--- src/rtl/des_key_schedule.sv ---
// DES subkey generator: latches a key on load, applies PC-1, and on each
// step presents one registered 48-bit PC-2 subkey (K1..K16 when encrypting,
// K16..K1 when decrypting) for the round datapath to use in the next cycle.
module des_key_schedule #(
   parameter int NUM_ROUNDS = 16
) (
   input  logic        clk,
   input  logic        reset_n,
   input  logic [63:0] key_in,
   input  logic        decrypt,
   input  logic        load,
   input  logic        step,
   output logic [47:0] subkey,
   output logic        subkey_valid,
   output logic [3:0]  subkey_round,
   output logic        busy,
   output logic        done
);

   // Bit lists use FIPS numbering: entry value n refers to bit n, bit 1 = MSB.
   localparam int PC1 [56] = '{
      57, 49, 41, 33, 25, 17,  9,  1, 58, 50, 42, 34, 26, 18,
      10,  2, 59, 51, 43, 35, 27, 19, 11,  3, 60, 52, 44, 36,
      63, 55, 47, 39, 31, 23, 15,  7, 62, 54, 46, 38, 30, 22,
      14,  6, 61, 53, 45, 37, 29, 21, 13,  5, 28, 20, 12,  4
   };

   localparam int PC2 [48] = '{
      14, 17, 11, 24,  1,  5,  3, 28, 15,  6, 21, 10,
      23, 19, 12,  4, 26,  8, 16,  7, 27, 20, 13,  2,
      41, 52, 31, 37, 47, 55, 30, 40, 51, 45, 33, 48,
      44, 49, 39, 56, 34, 53, 46, 42, 50, 36, 29, 32
   };

   localparam logic [4:0] ROUNDS_TOTAL = 5'(NUM_ROUNDS);
   localparam logic [4:0] LAST_ROUND   = 5'(NUM_ROUNDS - 1);

   typedef enum logic {
      IDLE = 1'b0,
      RUN  = 1'b1
   } state_t;

   state_t      state_reg, state_next;
   logic [27:0] c_reg, c_next;
   logic [27:0] d_reg, d_next;
   logic [4:0]  cnt_reg, cnt_next;
   logic        dir_reg, dir_next;
   logic [47:0] subkey_reg, subkey_next;
   logic        valid_reg, valid_next;
   logic [3:0]  round_reg, round_next;
   logic        done_reg, done_next;

   logic [55:0] pc1_cd;
   logic [27:0] rot_c, rot_d;
   logic [55:0] rot_cd;
   logic [47:0] pc2_key;

   // Parity bits of the key and the eight C/D bits PC-2 drops are
   // intentionally not used; folding them here keeps lint quiet.
   logic unused_bits;
   assign unused_bits = ^{key_in[56], key_in[48], key_in[40], key_in[32],
                          key_in[24], key_in[16], key_in[8],  key_in[0],
                          rot_cd};

   // Left rotation amount for encrypt round i.
   function automatic logic [1:0] lshift_amt(input logic [3:0] i);
      case (i)
         4'd0, 4'd1, 4'd8, 4'd15: lshift_amt = 2'd1;
         default:                 lshift_amt = 2'd2;
      endcase
   endfunction

   // Right rotation amount for decrypt round i; round 0 is unrotated (K16).
   function automatic logic [1:0] rshift_amt(input logic [3:0] i);
      case (i)
         4'd0:                  rshift_amt = 2'd0;
         4'd1, 4'd8, 4'd15:     rshift_amt = 2'd1;
         default:               rshift_amt = 2'd2;
      endcase
   endfunction

   function automatic logic [27:0] rotl(input logic [27:0] v, input logic [1:0] n);
      case (n)
         2'd1:    rotl = {v[26:0], v[27]};
         2'd2:    rotl = {v[25:0], v[27:26]};
         default: rotl = v;
      endcase
   endfunction

   function automatic logic [27:0] rotr(input logic [27:0] v, input logic [1:0] n);
      case (n)
         2'd1:    rotr = {v[0], v[27:1]};
         2'd2:    rotr = {v[1:0], v[27:2]};
         default: rotr = v;
      endcase
   endfunction

   genvar gi;

   // PC-1 is pure wiring from the key onto the 56-bit C||D vector.
   generate
      for (gi = 0; gi < 56; gi++) begin : g_pc1
         assign pc1_cd[55-gi] = key_in[64-PC1[gi]];
      end
   endgenerate

   // PC-2 is pure wiring from the rotated C||D onto the subkey.
   generate
      for (gi = 0; gi < 48; gi++) begin : g_pc2
         assign pc2_key[47-gi] = rot_cd[56-PC2[gi]];
      end
   endgenerate

   // Rotate C and D for the round selected by cnt in the latched direction.
   always_comb begin
      rot_c = c_reg;
      rot_d = d_reg;
      if (dir_reg) begin
         rot_c = rotr(c_reg, rshift_amt(cnt_reg[3:0]));
         rot_d = rotr(d_reg, rshift_amt(cnt_reg[3:0]));
      end else begin
         rot_c = rotl(c_reg, lshift_amt(cnt_reg[3:0]));
         rot_d = rotl(d_reg, lshift_amt(cnt_reg[3:0]));
      end
   end

   assign rot_cd = {rot_c, rot_d};

   // Next-state and output logic; load always takes priority over step.
   always_comb begin
      state_next  = state_reg;
      c_next      = c_reg;
      d_next      = d_reg;
      cnt_next    = cnt_reg;
      dir_next    = dir_reg;
      subkey_next = subkey_reg;
      round_next  = round_reg;
      valid_next  = 1'b0;
      done_next   = 1'b0;

      if (load) begin
         c_next     = pc1_cd[55:28];
         d_next     = pc1_cd[27:0];
         dir_next   = decrypt;
         cnt_next   = 5'd0;
         state_next = RUN;
      end else if (state_reg == RUN && step && cnt_reg < ROUNDS_TOTAL) begin
         c_next      = rot_c;
         d_next      = rot_d;
         subkey_next = pc2_key;
         round_next  = cnt_reg[3:0];
         valid_next  = 1'b1;
         cnt_next    = cnt_reg + 5'd1;
         if (cnt_reg == LAST_ROUND) begin
            done_next  = 1'b1;
            state_next = IDLE;
         end
      end
   end

   // State and output registers, cleared asynchronously at any time.
   always_ff @(posedge clk or negedge reset_n) begin
      if (!reset_n) begin
         state_reg  <= IDLE;
         c_reg      <= '0;
         d_reg      <= '0;
         cnt_reg    <= '0;
         dir_reg    <= 1'b0;
         subkey_reg <= '0;
         valid_reg  <= 1'b0;
         round_reg  <= '0;
         done_reg   <= 1'b0;
      end else begin
         state_reg  <= state_next;
         c_reg      <= c_next;
         d_reg      <= d_next;
         cnt_reg    <= cnt_next;
         dir_reg    <= dir_next;
         subkey_reg <= subkey_next;
         valid_reg  <= valid_next;
         round_reg  <= round_next;
         done_reg   <= done_next;
      end
   end

   assign subkey       = subkey_reg;
   assign subkey_valid = valid_reg;
   assign subkey_round = round_reg;
   assign busy         = (state_reg == RUN);
   assign done         = done_reg;

endmodule

--- config.mk ---
export PLATFORM = sky130hd
export DESIGN_NAME = des_key_schedule
export DESIGN_NICKNAME = d
export VERILOG_FILES = /design/src/rtl/des_key_schedule.sv
export SDC_FILE = /design/constraint.sdc
export NUM_CORES = 1
export LEC_CHECK = 0
export CAP_MARGIN = 30
export CORE_UTILIZATION = 49
export DETAILED_ROUTE_END_ITERATION = 16
export PLACE_DENSITY = 0.84
export SLEW_MARGIN = 5
export SYNTH_ARGS = -nofsm -noshare
export SYNTH_HDL_FRONTEND = slang
export SYNTH_SLANG_ARGS = --single-unit
--- constraint.sdc ---
create_clock -name clk -period 1.97 [get_ports clk]
set_clock_uncertainty 0.1 [all_clocks]
set_input_delay 0.394 -clock clk [delete_from_list [all_inputs] [get_ports clk]]
set_output_delay 0.394 -clock clk [all_outputs]
set_load 0.01 [all_outputs]
Word-level counts from Yosys, hierarchy flattened
Index checks and enable logic that the tools add are counted.
Storage, ports and cells
  bits in registers: 117
  input bits: 69
  output and inout bits: 55
  logic and storage cells: 58
Cells by class
  add/subtract/negate cells: 1
  magnitude comparators: 1
  equality and inequality tests: 9
  mux-type cells: 24
  bitwise gates (word level): 1
  reductions and logical operators: 11
Operators with widths (count)
  $pmux W28 S2: 4
  $mux W28: 6
  $mux W5: 2
  $eq A4 B4 Y1 const B: 2
  $mux W1: 8
  $mux W2: 3
  $add A5 B1 Y5 const B: 1
  $eq A5 B4 Y1 const B: 1
  $lt A5 B5 Y1 const B: 1
  $eq A2 B1 Y1 const B: 2
  $eq A2 B2 Y1 const B: 2
  $eq A4 B1 Y1 const B: 1
  $logic_not A4 Y1: 1
  $ne A4 B2 Y1 const B: 1
  $pmux W2 S2: 1
  $reduce_and A2 Y1: 2
  $reduce_bool A2 Y1: 2
  $reduce_bool A4 Y1: 1
  $reduce_or A4 Y1: 1
  $reduce_and A3 Y1: 1
  $reduce_or A3 Y1: 1
  $logic_and A1 B1 Y1: 2
  $not A1 Y1: 1

Depth between registers and ports, before layout
  depth in word-level cells: 9
  mapped depth: 10
  depth with buffers taken out: 7

Least setup slack after synthesis
Ideal clock, no wire load.
  kind: reg-to-reg
  start: register cnt_reg[1]
  end: register subkey_reg[1] (netlist: subkey[1])
  library setup time: 0.131 ns
  arrival: 1.804 ns
  data required time: 1.739 ns
  path slack: -0.065 ns
  stages on the path, launching flop included: 10
  path buffers: 2
  period minus slack after synthesis: 2.035 ns
  cells stage by stage: dfrtp_1 > inv_1 > ha_1 > nor2b_4 > o21bai_2 > buf_6 > clkbuf_2 > and3_1 > o32ai_1 > o21ai_1
On the way
  longest elaborated chain between the ends: 7
  elaborated cells on any way between the ends: 20
  classes of those cells: order compare (1); eq/ne (7); mux (7); reduce/logical (5)
RTL lines
  start, declared: RTL line 46  | logic [4:0] cnt_reg, cnt_next;
  start signal, assigned: RTL line 177  | cnt_reg <= cnt_next;
  $eq A4 B1 Y1 (tied with other cells): RTL line 67, 75
  $reduce_or A3 Y1 / $reduce_or A4 Y1 (equally long branches): RTL line 75, 67
  $pmux W2 S2 / $mux W2 (equally long branches): RTL line 75, 67
  $mux W2: RTL line 118  | if (dir_reg) begin
  $eq A2 B2 Y1 (tied with other cells): RTL line 91  | case (n)
  $pmux W28 S2 (on tied branches): RTL line 91, 83
  $mux W28: RTL line 118
  end signal, assigned: RTL line 179  | subkey_reg <= subkey_next;
  end, declared: RTL line 48  | logic [47:0] subkey_reg, subkey_next;
Parallel ways exist; a longest one is shown, timed or not. The select of a mux whose other input is x is not followed.
A chain may end at the register's enable or synchronous reset.

Worst setup path after layout
  start: register cnt_reg[1]
  end: register c_reg[11]
On the way
  longest elaborated chain between the ends: 9
  elaborated cells on any way between the ends: 22
  classes of those cells: order compare (1); eq/ne (7); mux (9); reduce/logical (5)
RTL lines
  $eq A4 B1 Y1 (tied with other cells): RTL line 67, 75
  $reduce_or A3 Y1 / $reduce_or A4 Y1 (equally long branches): RTL line 75, 67
  $pmux W2 S2 / $mux W2 (equally long branches): RTL line 75, 67
  $mux W2: RTL line 118
  $eq A2 B2 Y1 (tied with other cells): RTL line 91
  $pmux W28 S2 (on tied branches): RTL line 91, 83
  $mux W28: RTL line 118
  $mux W28: RTL line 147  | end else if (state_reg == RUN && step && cnt_reg < ROUNDS_TOTAL) begin
  $mux W28: RTL line 141  | if (load) begin
  end signal, assigned: RTL line 175  | c_reg <= c_next;
  end, declared: RTL line 44  | logic [27:0] c_reg, c_next;
Parallel ways exist; a longest one is shown, timed or not. The select of a mux whose other input is x is not followed.

==> impl_metrics.ini <==
[final_layout]
stdcell_count = 1250
largest_reg_flops = 48
antenna_cells = 0
nNetsFinal = 1129
drive_gt1_share_pct = 32.2
areaGrowthSynthToFinish_pct = 58.6

[routing]
drc = 0
ant_nets = 0
wl_per_cell_um = 29.1
viasPerCell = 7.62
finalWirelength_mm = 36.3
dr.pass1.iters = 11
drt_iter0_drc = 1944
route.vias.total = 9523

[logic_synthesis]
synthMuxAreaShare_pct = 1.20
synth-simple-area-share_pct = 19.6
synth-xor-area-share_pct = 0.350
synth_top_family_by_area = compound AO/OA/AOI/OAI gates
synth-edff-count = 0
synthFlopType = dfrtp_1
synth_nets = 962
syn_area_um2 = 7510
ys_seq_area_share_pct = 39.0
synth_warnings = 0
ys_ff_latch = 117
synthCells = 889
synth.avg_cell_area_um2 = 8.45
synth_compound_area_share_pct = 33.4
yosys.area.top_type = dfrtp_1
async_flop_share_pct = 100
post_synth_fa_ha_maj_area_fraction_pct = 0.666
synth.distinct_cells = 46
yosys-top-cells-area = dfrtp_1 39%, nand2_1 10%, o32ai_2 7.4%, a32o_1 6.7%, a21boi_0 4.5%
synth_top_area_share_pct = 39.0

[die]
io_pins = 124
start_util_pct = 50.9
die_w_um = 126
fp.dieArea_um2 = 15800
die_height_um = 126
core_area_um2 = 14800
std_cell_rows = 44

[clock_tree]
clk_latency_ns = 0.44
clkTransAtPathRegs_ns = 0.05
clock-root-buffer = clkbuf_16
cts_max_level = 4
cts.sinks = 117
cts_made_buffers = 17
clockBufferDepth = 2
cts_tree = done

[power]
p_leak_nw = 4.98
vdd_ir_drop_max_mv = 0.755
powerDensity_nw_per_um2 = 955
total_power_mw = 11.4

[critical_path]
rrSetupSlack_ns = -0.59
arrival_ns = 2.82
path_delay_family = compound AO/OA/AOI/OAI gates
cp_max_fo = 9
path_buf_inv = 3
crit_type = reg2reg
crit_path_top_delay_cell = a21boi_0
max_stage_delay_ns = 0.71
required_ns = 2.22
crit_chain = inv_2, ha_4, nor2b_4, o21bai_4, buf_12, buf_12, a21boi_0, o32ai_4, o21ai_1
cp-start-kind = register
end_kind = register
timing.critical_path.mode_cell = buf_12

[placement]
place_ws_ns = -0.290
place_congestion = 0.836
dpl.hpwl_mm = 14.8
dp_cells = 1166
portBuffers = 115

[outcome]
status = complete, but fails checks
violations = negative setup slack

[grt]
first_global_vias = 7852
overflow = 0
antenna_found_initial = 0
grt_use_total_pct = 34.8
grt_max_degree = 52
grt_pass1_wl_mm = 43.0

[sta]
fin_crit_ns = 2.56
hold_viol = 0
worstMarginPinSlew_ns = 0.895
rsz0062_at_grt = true
slew_headroom_pct = 39.8
fin_hold_ws_ns = 0.139
max_freq_mhz = 390
min_period_over_period_pct = 130
setup_viol = 106
fin_ws_ns = -0.594
finalMaxSlewViolations = 0

[min_path]
hold_path_class = in2reg

[job]
maxCapViolCount = 0
==> metal layers <==
| layer | vias up | share of wire [%] | global-route usage (%) |
|---|---|---|---|
| li1 | 3580 | - | - |
| met1 | 4441 | 34 | 46.4 |
| met2 | 1104 | 41 | 53.5 |
| met3 | 398 | 16 | 8.03 |
| met4 | 0 | 8.9 | 17.2 |
| met5 | - | 0 | 0 |
==> final cells by class <==
class,count,area [µm²]
well taps,184,230
multi-input cells,676,5320
clock buffers,23,468
clock inverters,6,55.1
fillers,701,2840
flip-flops and latches,117,2930
inverters,5,22.5
repair buffers,239,2890
==> cell usage after synthesis, types with 2 or more instances <==
cell and n:
xor2_1 2, a21oi_1 52, o22ai_1 3, o21ai_1 56, nor2_1 57, o32ai_1 14, inv_1 4, ha_1 4
dfrtp_1 117, a21boi_0 45, nor2b_1 9, clkbuf_2 2, and3_1 48, a21boi_1 3, o32ai_2 34, mux2i_1 9
buf_6 5, a221oi_1 3, buf_2 19, nand2_1 207, buf_1 6, nand3b_1 3, a22oi_1 8, a21o_1 2
and2_1 2, a32o_1 50, clkbuf_1 56, o211ai_1 6, o21ai_0 44, buf_4 3
==> kinds of logic after synthesis <==
kind of cell             after synthesis
AND/OR/NAND/NOR                      335
AO/OA/AOI/OAI                        325
flip-flops                           117
buffers and inverters                 96
multiplexers                           9
adder cells (fa/ha/maj)                4
XOR/XNOR                               3
==> stage by stage <==
stage          setup TNS (ns)  instance area, µm²  util [%]
2_1_floorplan          -0.557                7530         -
3_3_place_gp            -5.48                9270      62.8
3_5_place_dp           -13.42                9270      62.8
4_1_cts                 -8.08               10800      72.9
5_1_grt                -31.74               11900      80.8
6_report               -29.09               11900      80.8
==> cell usage in the layout (no fill, tap or decap), types with 28 or more instances in the layout <==
| master | count |
|---|---|
| nand2_1 | 147 |
| dfrtp_1 | 115 |
| clkdlybuf4s50_1 | 113 |
| o21ai_1 | 83 |
| nor2_1 | 57 |
| a21oi_1 | 52 |
| buf_4 | 47 |
| nand2_4 | 38 |
| a32o_1 | 37 |
| o32ai_4 | 32 |
| a21boi_0 | 29 |
| clkbuf_16 | 28 |
| buf_6 | 28 |
==> path summary, 6_finish.rpt <==
| path | endpoint | start | depth (start not counted) |
|---|---|---|---|
| worst max-delay path | c_reg[11] | cnt_reg[1] | 9 |
| worst min-delay path | cnt_reg[4] | load | 2 |
| worst max register to register | c_reg[11] | cnt_reg[1] | 9 |
| worst min register to register | subkey[31] | subkey[31] | 2 |
| max in group asynchronous | c_reg[25] | reset_n | 3 |
| min in group asynchronous | d_reg[22] | reset_n | 2 |
==> where the power goes <==
part,switching (mW),total [mW],internal (mW),leakage (nW)
clock,1.18,2.95,1.76,0.262
sequential,0.597,3.42,2.82,1.45
combinational,2.56,5.01,2.45,3.27
total,4.34,11.4,7.04,4.98
==> what timing repair did <==
action / in CTS / in global routing
setup buffers: 26 / 17
hold buffers: 1 / 0
resized for setup: 131 / 200
endpoints found under the hold margin: 22 / 0
setup endpoints to repair: 103 / 106
gates cloned: 8 / 12
pin swaps: 40 / 103
Power figures use the tool's default switching activity.
==> patch (config.mk and constraints unchanged) <==
Reset style: synchronous (`reset_n`), changed in one clocked block. Comments in the files are not updated.
--- a/src/rtl/des_key_schedule.sv
+++ b/src/rtl/des_key_schedule.sv
@@ -159,7 +159,7 @@
    end
 
    // State and output registers, cleared asynchronously at any time.
-   always_ff @(posedge clk or negedge reset_n) begin
+   always_ff @(posedge clk) begin
       if (!reset_n) begin
          state_reg  <= IDLE;
          c_reg      <= '0;
Function: differs if reset_n is asserted again (counterexample within 4 cycles, from zero or initial values and one cycle with reset_n low); with reset_n held inactive, the same outputs for 4 cycles.
==> patch against the original RTL <==
The run still ends with setup timing left; sequential cell count unchanged; die area decreased by 12%; routed wire length is 38% lower; utilization shrank 9.9 points; synthesized cell count fell by 3.8%; fmax up 25%; worst setup slack improved by 0.52 ns; global-route usage is 3.6 points lower; cell area decreased by 21%; synthesized area decreased by 12%; final cell count fell by 5.6%; critical path type unchanged; critical endpoint is now subkey[46].
Power is not compared: it rests on default switching activity, and its combinational part moved more than twofold at a synthesized area within 25%.
==> patch: results (changes against the original RTL) <==
Clock Path Buffers -> 2 (unchanged)
Iteration-0 DRC Markers -> 934 (-52%)
cts bufs inserted -> 17 (unchanged)
DR vias/cell -> 6.36 (-17%)
crit path DAT -> 2.24 ns (-0.58 ns)
syn_nets -> 928 (-3.5%)
Area after DPL -> 8350 um^2 (-9.9%)
Sink Count -> 117 (unchanged)
Worst Tran Pin Value -> 0.421 ns (-0.473 ns)
DP Worst Slack -> -0.204 ns (+0.0864 ns)
Net Sw Frac -> 23.6%
routed wire length -> 22.4 mm (-38%)
sequential area share after synthesis -> 35.3% (-3.7 points)
Worst VDD drop -> 0.000601 V
failing checks -> setup timing
Pleak -> 4.28 nW
pin count of the biggest net entering global routing -> 57 (+9.6%)
initial antenna violation count -> 0 (unchanged)
outcome -> finished with violations
# nets final -> 1065 (-5.7%)
# setup viols final -> 41 (-61%)
Syn. warnings -> 0 (unchanged)
Port Buf Inserts -> 115 (unchanged)
clk_lat worst skew -> 0.42 ns (-0.02 ns)
TritonRoute pass-1 iters -> 5 (-6)
gr usage total -> 31.3% (-3.6 points)
Worst-path clk slew -> 0.05 ns (about the same)
routability-driven placement congestion ratio -> 0.869 (+4.0%)
leading post-synthesis cells by cell area -> dfxtp_1, nand3_1, nand2_1, mux2i_1, a22o_1
Synth Area per Inst -> 7.76 um^2 (-8.2%)
worst-path cell with the longest stage delay -> dfxtp_4
Synth cell types -> 47 (+2.2%)
Hold WC Path Type -> input port to flip-flop
Root Buffer -> clkbuf_16
worst-path fanout max -> 6 (-3)
DP HPWL -> 13.6 mm (-7.7%)
Final Hold Fails -> 0 (unchanged)
max reg flops -> 48 (unchanged)
layout cells sized above 1 -> 14.1% (-18 points)
accumulated negative setup slack -> -0.815 ns (+28.27 ns)
H-tree lvl count -> 4 (unchanged)
setup ws final -> -0.0787 ns (+0.515 ns)
drt wl/cell -> 19.0 um (-35%)
worst stage delay on the critical path -> 0.36 ns (-0.35 ns)
Post-synth top cells -> nand2_1, nand3_1, dfxtp_1
Worst path top cell family by delay -> buffers and inverters
vias in the first global route -> 7055 (-10%)
first-pass GRT wire length -> 35.0 mm (-19%)
# diodes -> 0 (unchanged)
Async SR Flop Fraction -> 0% (-100 points)
-- patch: tightest hold or removal path: stages --
cell and delay, ns:
buf_2 0.11, inv_1 0.08, o21ai_0 0.08, a31oi_1 0.07
-- patch: final cells by class --
type,count,area [um^2]
Multi-Input combinational cell,653,4000
Fill cell,964,3860
Sequential cell,117,2350
Timing Repair Buffer,197,2120
Clock buffer,21,470
Tap cell,176,220
Clock inverter,10,200
Inverter,6,25.0
-- patch: cells by family after synthesis --
group                      after synthesis  share of synthesized area (%)
and+or+nand+nor                        346                           23.3
AOI/OAI and AO/OA                      248                           26.7
xor gates and xnor gates                 3                          0.396
adders and majority gates                4                          0.754
muxes                                   52                           7.88
DFF                                    117                           35.3
buffers and inverters                   85                           5.70
-- patch: what timing repair did --
action                                  CTS  global route
endpoints found under the setup margin  104           104
pin swaps                                 3            37
resized for setup                        14            23
setup buffers                             6             7
hold endpoints to repair                  0             0
gates cloned                              1             6
-- patch: power groups by stage --
stage                     Combinational, mW  Clock, mW  Sequential (mW)
after CTS                             0.834       3.56             2.59
after detailed placement              0.806          0             2.64
final                                 0.883       3.56             2.60
after floorplan                       0.456          0             2.60
after global placement                0.788          0             2.64
after global routing                  0.947       3.67             2.62
-- patch: layer usage --
layer / share of wire (%) / wire [um] / GRT usage [%] / up-vias
li1: - / - / - / 3390
met1: 40 / 8850 / 39.5 / 3537
met2: 47 / 10500 / 51.3 / 482
met3: 9.9 / 2210 / 5.69 / 90
met4: 3.5 / 791 / 15.1 / 0
met5: 0 / 0 / 0 / -
-- patch: worst paths after layout --
check | slack (ns) | startpoint | cells past startpoint | to
worst max register to register | -0.08 | cnt_reg[0] | 10 | subkey[46]
worst max-delay path | -0.08 | cnt_reg[0] | 10 | subkey[46]
worst min register to register | 0.36 | subkey[43] | 2 | subkey[43]
worst min-delay path | 0.27 | load | 4 | c_reg[10]
